`config.mk`:
```
export PLATFORM = sky130hd
export DESIGN_NAME = score_bcd_converter_flat
export DESIGN_NICKNAME = d
export VERILOG_FILES = /design/src/rtl/score_bcd_converter_if.sv /design/src/rtl/score_bcd_converter.sv /design/src/flat_wrapper.sv
export SDC_FILE = /design/constraint.sdc
export NUM_CORES = 1
export LEC_CHECK = 0
export CAP_MARGIN = 5
export CORE_MARGIN = 3
export CORE_UTILIZATION = 59
export CTS_BUF_LIST = sky130_fd_sc_hd__clkbuf_2 sky130_fd_sc_hd__clkbuf_4 sky130_fd_sc_hd__clkbuf_8
export DETAILED_ROUTE_END_ITERATION = 12
export GPL_ROUTABILITY_DRIVEN = 0
export GPL_TIMING_DRIVEN = 0
export PLACE_DENSITY = 0.86
export SLEW_MARGIN = 0
export SYNTH_ARGS = -nofsm -noshare
export SYNTH_HDL_FRONTEND = slang
export SYNTH_SLANG_ARGS = --single-unit
```
`constraint.sdc`:
```
create_clock -name clk -period 3.8 [get_ports clk]
set_input_delay 0.57 -clock clk [delete_from_list [all_inputs] [get_ports clk]]
set_output_delay 0.57 -clock clk [all_outputs]
set_load 0.02 [all_outputs]
```
`src/rtl/score_bcd_converter_if.sv`:
```
// Bundles the request side (start/score) and the result side
// (busy/done/digits) of the score-to-BCD converter.
// Optional macro SCORE_SSEG_EN adds the two seven-segment outputs.
interface score_bcd_converter_if;
  logic       start;
  logic [6:0] score;
  logic       busy;
  logic       done;
  logic       hundreds;
  logic [3:0] tens;
  logic [3:0] units;
`ifdef SCORE_SSEG_EN
  logic [7:0] ss_tens;
  logic [7:0] ss_units;

  modport master (output start, score,
                  input  busy, done, hundreds, tens, units, ss_tens, ss_units);
  modport slave  (input  start, score,
                  output busy, done, hundreds, tens, units, ss_tens, ss_units);
`else
  modport master (output start, score,
                  input  busy, done, hundreds, tens, units);
  modport slave  (input  start, score,
                  output busy, done, hundreds, tens, units);
`endif
endinterface

```
`src/rtl/score_bcd_converter.sv`:
```
// Converts a 7-bit binary score (0-127) to BCD hundreds/tens/units using a
// sequential double-dabble: one add-3/shift step per clock, 7 steps total.
// Result digits are only updated on entry to DONE, so SHIFT intermediates
// never reach the outputs.
// Optional macro SCORE_SSEG_EN adds registered seven-segment outputs
// ss_tens/ss_units (bit0=a .. bit6=g, bit7=dp always 0, active-high).
module score_bcd_converter (
  input  logic                  clk,
  input  logic                  nRst_i,
  score_bcd_converter_if.slave  bus
);

  typedef enum logic [1:0] {
    IDLE  = 2'd0,
    SHIFT = 2'd1,
    DONE  = 2'd2
  } state_t;

  state_t      state_reg;
  logic [2:0]  cnt_reg;
  // {hundreds(1), tens(4), units(4), binary(7)}
  logic [15:0] work_reg;
  logic [15:0] work_next;
  logic [3:0]  tens_adj;
  logic [3:0]  units_adj;
  logic        busy_reg;
  logic        done_reg;
  logic        hundreds_reg;
  logic [3:0]  tens_reg;
  logic [3:0]  units_reg;

  // One double-dabble step: correct digits >=5 by +3, then shift left.
  // Hundreds never exceeds 1, so it needs no correction.
  always_comb begin
    tens_adj  = (work_reg[14:11] >= 4'd5) ? work_reg[14:11] + 4'd3 : work_reg[14:11];
    units_adj = (work_reg[10:7]  >= 4'd5) ? work_reg[10:7]  + 4'd3 : work_reg[10:7];
    work_next = {work_reg[15], tens_adj, units_adj, work_reg[6:0]} << 1;
  end

`ifdef SCORE_SSEG_EN
  logic [7:0] ss_tens_reg;
  logic [7:0] ss_units_reg;

  function automatic logic [7:0] seg7(input logic [3:0] d);
    logic [7:0] s;
    case (d)
      4'd0:    s = 8'h3F;
      4'd1:    s = 8'h06;
      4'd2:    s = 8'h5B;
      4'd3:    s = 8'h4F;
      4'd4:    s = 8'h66;
      4'd5:    s = 8'h6D;
      4'd6:    s = 8'h7D;
      4'd7:    s = 8'h07;
      4'd8:    s = 8'h7F;
      4'd9:    s = 8'h6F;
      default: s = 8'h00;
    endcase
    return s;
  endfunction

  // Segment patterns follow the digit registers; tens blanks when the
  // whole number is below 10 (leading-zero suppression).
  always_ff @(posedge clk or negedge nRst_i) begin
    if (!nRst_i) begin
      ss_tens_reg  <= 8'h00;
      ss_units_reg <= 8'h00;
    end else if (state_reg == SHIFT && cnt_reg == 3'd6) begin
      ss_tens_reg  <= (!work_next[15] && work_next[14:11] == 4'd0) ? 8'h00 : seg7(work_next[14:11]);
      ss_units_reg <= seg7(work_next[10:7]);
    end
  end

  assign bus.ss_tens  = ss_tens_reg;
  assign bus.ss_units = ss_units_reg;
`endif

  // Control FSM with registered busy/done and result digits.
  always_ff @(posedge clk or negedge nRst_i) begin
    if (!nRst_i) begin
      state_reg    <= IDLE;
      cnt_reg      <= 3'd0;
      work_reg     <= 16'd0;
      busy_reg     <= 1'b0;
      done_reg     <= 1'b0;
      hundreds_reg <= 1'b0;
      tens_reg     <= 4'd0;
      units_reg    <= 4'd0;
    end else begin
      case (state_reg)
        IDLE: begin
          if (bus.start) begin
            work_reg  <= {9'd0, bus.score};
            cnt_reg   <= 3'd0;
            busy_reg  <= 1'b1;
            state_reg <= SHIFT;
          end
        end
        SHIFT: begin
          work_reg <= work_next;
          cnt_reg  <= cnt_reg + 3'd1;
          // Seventh shift: capture the final digits and flag completion.
          if (cnt_reg == 3'd6) begin
            hundreds_reg <= work_next[15];
            tens_reg     <= work_next[14:11];
            units_reg    <= work_next[10:7];
            done_reg     <= 1'b1;
            state_reg    <= DONE;
          end
        end
        DONE: begin
          done_reg  <= 1'b0;
          busy_reg  <= 1'b0;
          state_reg <= IDLE;
        end
        default: begin
          done_reg  <= 1'b0;
          busy_reg  <= 1'b0;
          state_reg <= IDLE;
        end
      endcase
    end
  end

  assign bus.busy     = busy_reg;
  assign bus.done     = done_reg;
  assign bus.hundreds = hundreds_reg;
  assign bus.tens     = tens_reg;
  assign bus.units    = units_reg;

endmodule
```
`src/flat_wrapper.sv`:
```
// flat-port wrapper written by rule: the top's interface ports become plain ports
module score_bcd_converter_flat 
  (clk, nRst_i, bus_start, bus_score, bus_busy, bus_done, bus_hundreds, bus_tens, bus_units);
  score_bcd_converter_if bus_i ();
  input  logic clk;
  input  logic nRst_i;
  input wire logic [$bits(bus_i.start)-1:0] bus_start;
  input wire logic [$bits(bus_i.score)-1:0] bus_score;
  output wire logic [$bits(bus_i.busy)-1:0] bus_busy;
  output wire logic [$bits(bus_i.done)-1:0] bus_done;
  output wire logic [$bits(bus_i.hundreds)-1:0] bus_hundreds;
  output wire logic [$bits(bus_i.tens)-1:0] bus_tens;
  output wire logic [$bits(bus_i.units)-1:0] bus_units;
  assign bus_i.start = bus_start;
  assign bus_i.score = bus_score;
  assign bus_busy = bus_i.busy;
  assign bus_done = bus_i.done;
  assign bus_hundreds = bus_i.hundreds;
  assign bus_tens = bus_i.tens;
  assign bus_units = bus_i.units;
  score_bcd_converter u_core (.clk(clk), .nRst_i(nRst_i), .bus(bus_i));
endmodule
```
; Word level (Yosys, flattened, before mapping)
; Index checks and enable logic that the tools add are counted.
; W data, S select, Z words.
[totals]
reg_bits = 31
in_bits = 10
word_cells = 39
[classes]
addsub = 3
order_cmp = 2
n_eq_ne = 4
mux = 13
n_bitwise = 2
reduce_logical = 7
[op_table]
columns = operator, n
row1 = $pmux W15 S2, 1
row2 = $mux W15, 1
row3 = $reduce_and A2 Y1, 5
row4 = $add A4 B2 Y4 const B, 2
row5 = $ge A4 B3 Y1 const B, 2
row6 = $mux W4, 2
row7 = $pmux W3 S2, 1
row8 = $mux W2, 2
row9 = $pmux W1 S2, 2
row10 = $pmux W2 S2, 1
row11 = $add A3 B1 Y3 const B, 1
row12 = $eq A3 B3 Y1 const B, 1
row13 = $mux W3, 1
row14 = $eq A2 B1 Y1 const B, 1
row15 = $logic_not A2 Y1, 1
row16 = $mux W1, 2
row17 = $ne A2 B1 Y1 const B, 1
row18 = $ne A2 B2 Y1 const B, 1
row19 = $not A1 Y1, 2
row20 = $reduce_bool A2 Y1, 1

; Logic depth before layout (Yosys ltp)
; Gate-level depths: netlist of run 1.
[logic_depth]
depth_word = 3
ltp_mapped = 8
mapped_depth_nobuf = 6

; Worst setup path after synthesis of run 1
; No wires, ideal clock.
[synth_timing]
kind = register to register
start = register u_core.work_reg[11]
end = register u_core.work_reg[13]
setup_time_ps = 83
t_arrival_ps = 1457
setup_slack_ps = 2260
stages_incl_launch_ff = 7
n_path_buf = 0
period_less_slack_ps = 1540
path_cell_list = dfrtp_1 inv_1 ha_1 nand2b_1 a21oi_1 mux2_2 o21ai_0
[synth_via]
elab_chain_cells = 3
word_cells_on_any_way = 4
[synth_lines]
columns = element, line_no
row1 = from (decl), score_bcd_converter.sv:22  ; logic [15:0] work_reg;
row2 = from (signal assigned), score_bcd_converter.sv:93  ; work_reg <= {9'd0, bus.score};
row3 = from (signal assigned), score_bcd_converter.sv:100  ; work_reg <= work_next;
row4 = $add A4 B2 Y4 / $ge A4 B3 Y1 (equally long branches), score_bcd_converter.sv:35  ; tens_adj = (work_reg[14:11] >= 4'd5) ? work_reg[14:11] + 4'd3 : work_reg[14:11];
row5 = $mux W4 (*), score_bcd_converter.sv:35
row6 = $pmux W15 S2 (*), score_bcd_converter.sv:90  ; case (state_reg)
; Mark *: on every way between the ends. The rest lies on a longest branch, timed or not.
; A chain may end at the register's enable or synchronous reset.

; Worst setup path after layout of run 1
[layout_timing]
start = register u_core.units_reg[3], in the netlist u_core.bus.units[3]
end = output bus_units[3]
[layout_rtl]
columns = element, line_no
row1 = from (decl), score_bcd_converter.sv:30  ; logic [3:0] units_reg;
row2 = from (signal assigned), score_bcd_converter.sv:106  ; units_reg <= work_next[10:7];
row3 = to (decl), flat_wrapper.sv:13  ; output wire logic [$bits(bus_i.units)-1:0] bus_units;
; No word-level cell between the ends.

==> results of run 1 <==
## per-stage QoR
stage	setup WS, ns	instances	instance area (µm²)	util [%]	hold slack, ns
6_report	1.89	194	1730	76.9	0.253
5_1_grt	1.83	194	1730	76.9	0.285
4_1_cts	1.87	194	1740	77.1	0.490
3_5_place_dp	1.61	186	1650	73.3	0.470
3_3_place_gp	1.66	186	1650	73.3	0.457
2_1_floorplan	2.26	138	1420	-	0.274
## per-layer routing
metal | track usage (%) | up-vias
li1 | - | 517
met3 | 8.85 | 11
met4 | 13.0 | 0
met1 | 26.8 | 535
met5 | 0 | -
met2 | 40.9 | 39
## layout make-up
type	count	area, µm²
plain buffers	6	32.5
fillers	163	520
multi-input cells	94	583
repair buffers	20	195
well taps	28	35.0
inverters	7	26.3
clock inverters	2	35.0
clock buffers	6	51.3
flip-flops and latches	31	776
## cells by family (layout without fill, tap and decap cells)
group / Yosys count / after routing / synth area share (%)
simple gates: 40 / 40 / 12.9
mux: 9 / 9 / 6.88
compound gates: 36 / 36 / 14.2
fa+ha+maj: 6 / 6 / 5.30
flops: 31 / 31 / 54.7
buf+inv: 13 / 41 / 4.15
xor+xnor: 3 / 3 / 1.85
## cell usage in the layout (no fill, tap or decap), drive strengths merged, types with 2 or more instances in the layout
cell type / instances
nand2b: 4
buf: 7
clkbuf: 6
a21oi: 3
ha: 6
nor3: 2
a2bb2oi: 2
nor3b: 3
mux2i: 6
nor2: 5
inv: 7
o21ai: 27
nor2b: 3
dfrtp: 31
clkdlybuf4s50: 19
mux2: 3
xnor2: 2
nand2: 22
## power breakdown
| group | leakage [nW] | internal (W) | total, W | switching (W) |
|---|---|---|---|---|
| combinational | 0.372 | 0.000316 | 0.000692 | 0.000376 |
| sequential | 0.388 | 0.000476 | 0.000586 | 0.000111 |
| clock | 0.0482 | 0.000155 | 0.000277 | 0.000121 |
## path summary, 6_finish.rpt
path                                                 start                               to  slack (ns)  depth (start not counted)
max                        u_core.bus.units[3]$_DFFE_PN0P_                     bus_units[3]        1.89                          1
min                                                 nRst_i   u_core.work_reg[6]$_DFFE_PN0P_        0.25                          1
max reg2reg                 u_core.work_reg[7]$_DFFE_PN0P_   u_core.work_reg[9]$_DFFE_PN0P_        2.01                          6
min reg2reg                u_core.state_reg[1]$_DFFE_PN0P_      u_core.bus.busy$_DFFE_PN0P_        0.48                          1
max in group asynchronous                           nRst_i  u_core.state_reg[1]$_DFFE_PN0P_        3.11                          1
min in group clk           u_core.state_reg[1]$_DFFE_PN0P_      u_core.bus.busy$_DFFE_PN0P_        0.48                          1
==> impl_metrics.env, run 1 <==
export IMPL_grt_total_usage_pct=24.4
export IMPL_power_w=0.00155
export IMPL_async_reset_ff_share_pct=100
export IMPL_synth_edff_count=0
export IMPL_cts_tree="built"
export IMPL_synth_top_flop_cell="dfrtp_1"
export IMPL_synth_commonest_cells="dfrtp_1, nand2_1, o21ai_0"
export IMPL_drtAntennaViolNets=0
export IMPL_yosysMostFrequentCell="dfrtp_1"
export IMPL_slew_viol_final=0
export IMPL_vias=1102
export IMPL_p_per_area_mw_per_mm2=897
export IMPL_numClockSinks=31
export IMPL_fin_setup_tns_ns=0
export IMPL_post_cts_buffers=0
export IMPL_required_ns=3.23
export IMPL_path_clk_slew_ns=0.10
export IMPL_syn2layout_area_growth_pct=22.3
export IMPL_cp_slowest_cell="clkdlybuf4s50_1"
export IMPL_avgSynthCellArea_um2=10.3
export IMPL_drt_iter0_markers=18
export IMPL_first_global_vias=1130
export IMPL_max_stage_delay_ns=0.62
export IMPL_io_buffers=20
export IMPL_pin_count=21
export IMPL_wl_met2_um=1470
export IMPL_clk_path_buf_depth=2
export IMPL_hp_class="input port to asynchronous set/reset pin"
export IMPL_clk_latency_ns=0.34
export IMPL_path_class="register to output port"
export IMPL_core_area_mm2=0.00225
export IMPL_yosysWarnings=0
export IMPL_antenna_found_initial=0
export IMPL_post_cts_resized=0
export IMPL_syn_nets=154
export IMPL_netlist_area_mm2=0.00142
export IMPL_ir_drop_mv=0.748
export IMPL_die_area_mm2=0.00303
export IMPL_largest_reg_flops=15
export IMPL_wire_per_inst_um=15.3
export IMPL_cts_hold_buf=0
export IMPL_rsz0062_at_grt="no"
export IMPL_cts_made_buffers=5
export IMPL_die_w_um=55.0
export IMPL_root_buffer="clkbuf_4"
export IMPL_status="completed"
export IMPL_critPathBufInv=1
export IMPL_synth_largest_area_cell="dfrtp_1"
export IMPL_drt_met1_wl_um=1220
export IMPL_yosysSeqAreaShare_pct=54.7
export IMPL_power_leakage_nw=0.808
export IMPL_clock_skew_final_ns=0.00912
export IMPL_cp_start_kind="register"
export IMPL_yosys_area_top_type_share_pct=54.7
export IMPL_tightest_slew_ns=0.674
export IMPL_synth_area_leaders="dfrtp_1, o21ai_0, nand2_1"
export IMPL_period_share_pct=50.2
export IMPL_htree_levels=2
export IMPL_clock_fmax_mhz=524
export IMPL_setup_violations_final=0
export IMPL_grt_overflow=0
export IMPL_nets=181
export IMPL_min_period_ns=1.91
export IMPL_endpoint_kind="output port"
export IMPL_synth_seq_cells=31
export IMPL_grt_max_degree=32
export IMPL_drive_gt1_share_pct=11.4
export IMPL_viasPerCell=5.68
export IMPL_dieHeight_um=55.0
export IMPL_cp_max_fo=2
export IMPL_final_hold_violation_count=0
export IMPL_initial_utilization_pct=62.9
export IMPL_dr_pass1_iters=4
export IMPL_grt_pass1_wl_um=4950
export IMPL_top_layer="met4"
export IMPL_drc=0
export IMPL_cp_arrival_ns=1.34
export IMPL_path_delay_family="buffers and inverters"
export IMPL_netlist_instances=138
export IMPL_antenna_cells=0
export IMPL_maxCapViolations=0
export IMPL_dr_wl_met3_um=194
export IMPL_crit_chain="clkdlybuf4s50_1"
export IMPL_wl_um=2970
export IMPL_hpwl_um=2090
export IMPL_synthDistinctLibCells=26
export IMPL_relSlewSlack_pct=55.1
export IMPL_std_cell_rows=17
No activity file was read; power rests on OpenSTA's default activity.
==> run 2, diff against run 1 <==
--- a/config.mk
+++ b/config.mk
@@ -7,12 +7,12 @@
 export LEC_CHECK = 0
 export CAP_MARGIN = 5
 export CORE_MARGIN = 3
-export CORE_UTILIZATION = 59
+export CORE_UTILIZATION = 55
 export CTS_BUF_LIST = sky130_fd_sc_hd__clkbuf_2 sky130_fd_sc_hd__clkbuf_4 sky130_fd_sc_hd__clkbuf_8
 export DETAILED_ROUTE_END_ITERATION = 12
 export GPL_ROUTABILITY_DRIVEN = 0
 export GPL_TIMING_DRIVEN = 0
-export PLACE_DENSITY = 0.86
+export PLACE_DENSITY = 0.81
 export SLEW_MARGIN = 0
 export SYNTH_ARGS = -nofsm -noshare
 export SYNTH_HDL_FRONTEND = slang
==> constraint.sdc (replaced) <==
create_clock -name clk -period 1.9 [get_ports clk]
set_input_delay 0.285 -clock clk [delete_from_list [all_inputs] [get_ports clk]]
set_output_delay 0.285 -clock clk [all_outputs]
set_load 0.02 [all_outputs]
==> run 2 against run 1 <==
The run now ends with hold timing left. Wire length is 5.9% lower. Critical path depth is 5 higher. Clock-buffer cell count is 1 higher. Register-to-register slack worse by 1.9 ns. Via count is 3.2% lower. Sequential share of layout area is 0.65 points higher. Critical path type is now register to register. Critical endpoint is now u_core.work_reg[13]$_DFFE_PN0P_. Largest cell class unchanged.
==> impl_metrics.env, run 2 (synthesis gave the netlist of run 1 again) <==
export IMPL_clk_path_buf_depth=2
export IMPL_pin_count=21
export IMPL_wl_um=2800
export IMPL_path_class="register to register"
export IMPL_vias=1067
export IMPL_cts_made_buffers=5
export IMPL_hp_class="input port to asynchronous set/reset pin"
export IMPL_min_period_ns=1.76
export IMPL_die_w_um=56.8
export IMPL_hpwl_um=2020
export IMPL_dr_pass1_iters=4
export IMPL_cp_arrival_ns=1.99
export IMPL_place_ws_ns=-0.0121
export IMPL_largest_reg_flops=15
export IMPL_final_common_cell="dfrtp_1"
export IMPL_std_cell_rows=17
export IMPL_grt_total_usage_pct=20.1
export IMPL_ir_drop_mv=1.25
export IMPL_numClockSinks=31
export IMPL_dp_cells=186
export IMPL_antenna_found_initial=0
export IMPL_setup_ws_ns=0.145
export IMPL_final_hold_violation_count=25
export IMPL_layoutNonFillerInstCount=194
export IMPL_syn2layout_area_growth_pct=20.6
export IMPL_cp_start_kind="register"
export IMPL_hold_slack_ns=-0.0150
export IMPL_violations="hold timing"
export IMPL_drtAntennaViolNets=0
export IMPL_dieHeight_um=56.8
export IMPL_maxCapViolations=0
export IMPL_cp_max_fo=4
export IMPL_grt_overflow=0
export IMPL_mostFrequentLayoutCells="dfrtp_1, nand2_1, o21ai_0"
export IMPL_slew_viol_final=0
export IMPL_status="finished with violations"
export IMPL_rsz0062_at_grt="no"
export IMPL_initial_utilization_pct=61.1
export IMPL_dr_wl_met3_um=110
export IMPL_viasPerCell=5.50
export IMPL_cts_hold_buf=0
export IMPL_top_layer="met4"
export IMPL_root_buffer="clkbuf_4"
export IMPL_drt_iter0_markers=24
export IMPL_required_ns=2.14
export IMPL_wire_per_inst_um=14.4
export IMPL_relSlewSlack_pct=54.8
export IMPL_first_global_vias=1137
export IMPL_core_area_mm2=0.00232
export IMPL_io_buffers=20
export IMPL_antenna_cells=0
export IMPL_wl_met2_um=1350
export IMPL_htree_levels=2
export IMPL_endpoint_kind="register"
export IMPL_grt_max_degree=32
export IMPL_setup_violations_final=0
export IMPL_drive_gt1_share_pct=12.0
export IMPL_die_area_mm2=0.00322
export IMPL_grt_pass1_wl_um=5030
export IMPL_drc=0
export IMPL_power_leakage_nw=0.796
export IMPL_clock_fmax_mhz=570
export IMPL_path_clk_slew_ns=0.10
export IMPL_cts_tree="built"
export IMPL_p_per_area_mw_per_mm2=1710
export IMPL_clock_skew_final_ns=0.00923
export IMPL_tightest_slew_ns=0.678
export IMPL_period_share_pct=92.4
export IMPL_nets=181
export IMPL_drt_met1_wl_um=1290
export IMPL_clk_latency_ns=0.32
-- run 2: changes by cell type in the layout (fill, tap and decap cells not counted), sizes merged --
cell / before / now
bufinv: 1 / 0
clkbuf: 6 / 7
-- run 2: final timing paths --
path,startpoint,to,slack [ns],cells past startpoint
worst min register to register,u_core.bus.tens[0]$_DFFE_PN0P_,u_core.bus.tens[0]$_DFFE_PN0P_,0.49,2
max in group asynchronous,nRst_i,u_core.work_reg[0]$_DFFE_PN0P_,1.47,1
worst max-delay path,u_core.work_reg[11]$_DFFE_PN0P_,u_core.work_reg[13]$_DFFE_PN0P_,0.14,6
worst max register to register,u_core.work_reg[11]$_DFFE_PN0P_,u_core.work_reg[13]$_DFFE_PN0P_,0.14,6
worst min-delay path,nRst_i,u_core.work_reg[7]$_DFFE_PN0P_,-0.02,1
min in group clk,u_core.bus.tens[0]$_DFFE_PN0P_,u_core.bus.tens[0]$_DFFE_PN0P_,0.49,2
-- run 2: power by group --
group / switching (W) / leakage (nW) / internal (W)
sequential: 0.000221 / 0.388 / 0.000952
combinational: 0.000719 / 0.372 / 0.000631
clock: 0.000220 / 0.0361 / 0.000173
total: 0.00116 / 0.796 / 0.00176
-- run 2: timing repair --
item | CTS | global route
buffers inserted | 0 | 0
resized for setup | 0 | 1
setup endpoints to repair | 0 | 1
-- run 2: final cells by class --
cell class / instances / area, µm²
tap: 28 / 35.0
sequential: 31 / 776
timing repair buffer: 20 / 195
buffer: 6 / 32.5
inverter: 7 / 26.3
clock buffer: 7 / 52.6
fill: 175 / 609
multi-input combinational: 94 / 587
clock inverter: 1 / 5.00
-- run 2: worst max-delay path, cell delays in order (launching register included) --
cell	delay, ns
dfrtp_1	0.45
inv_1	0.11
ha_1	0.23
nand2b_1	0.11
a21oi_2	0.23
mux2_2	0.37
o21ai_0	0.17
-- run 2: through the flow --
stage               setup TNS (ns)  area, µm²  utilization (%)  hold WS, ns  power (W)
floorplan                        0       1420                -      -0.0106    0.00205
global placement                 0       1650             71.3        0.462    0.00245
detailed placement          -0.334       1650             71.3        0.473    0.00253
CTS                              0       1710             73.8        0.496    0.00293
global route                     0       1710             73.7       0.0297    0.00317
finish                           0       1710             73.7      -0.0150    0.00292
-- run 2: routing by layer --
metal / track usage, % / up-vias
met5: 0 / -
li1: - / 521
met1: 24.9 / 514
met4: 9.27 / 0
met3: 5.06 / 9
met2: 32.8 / 23
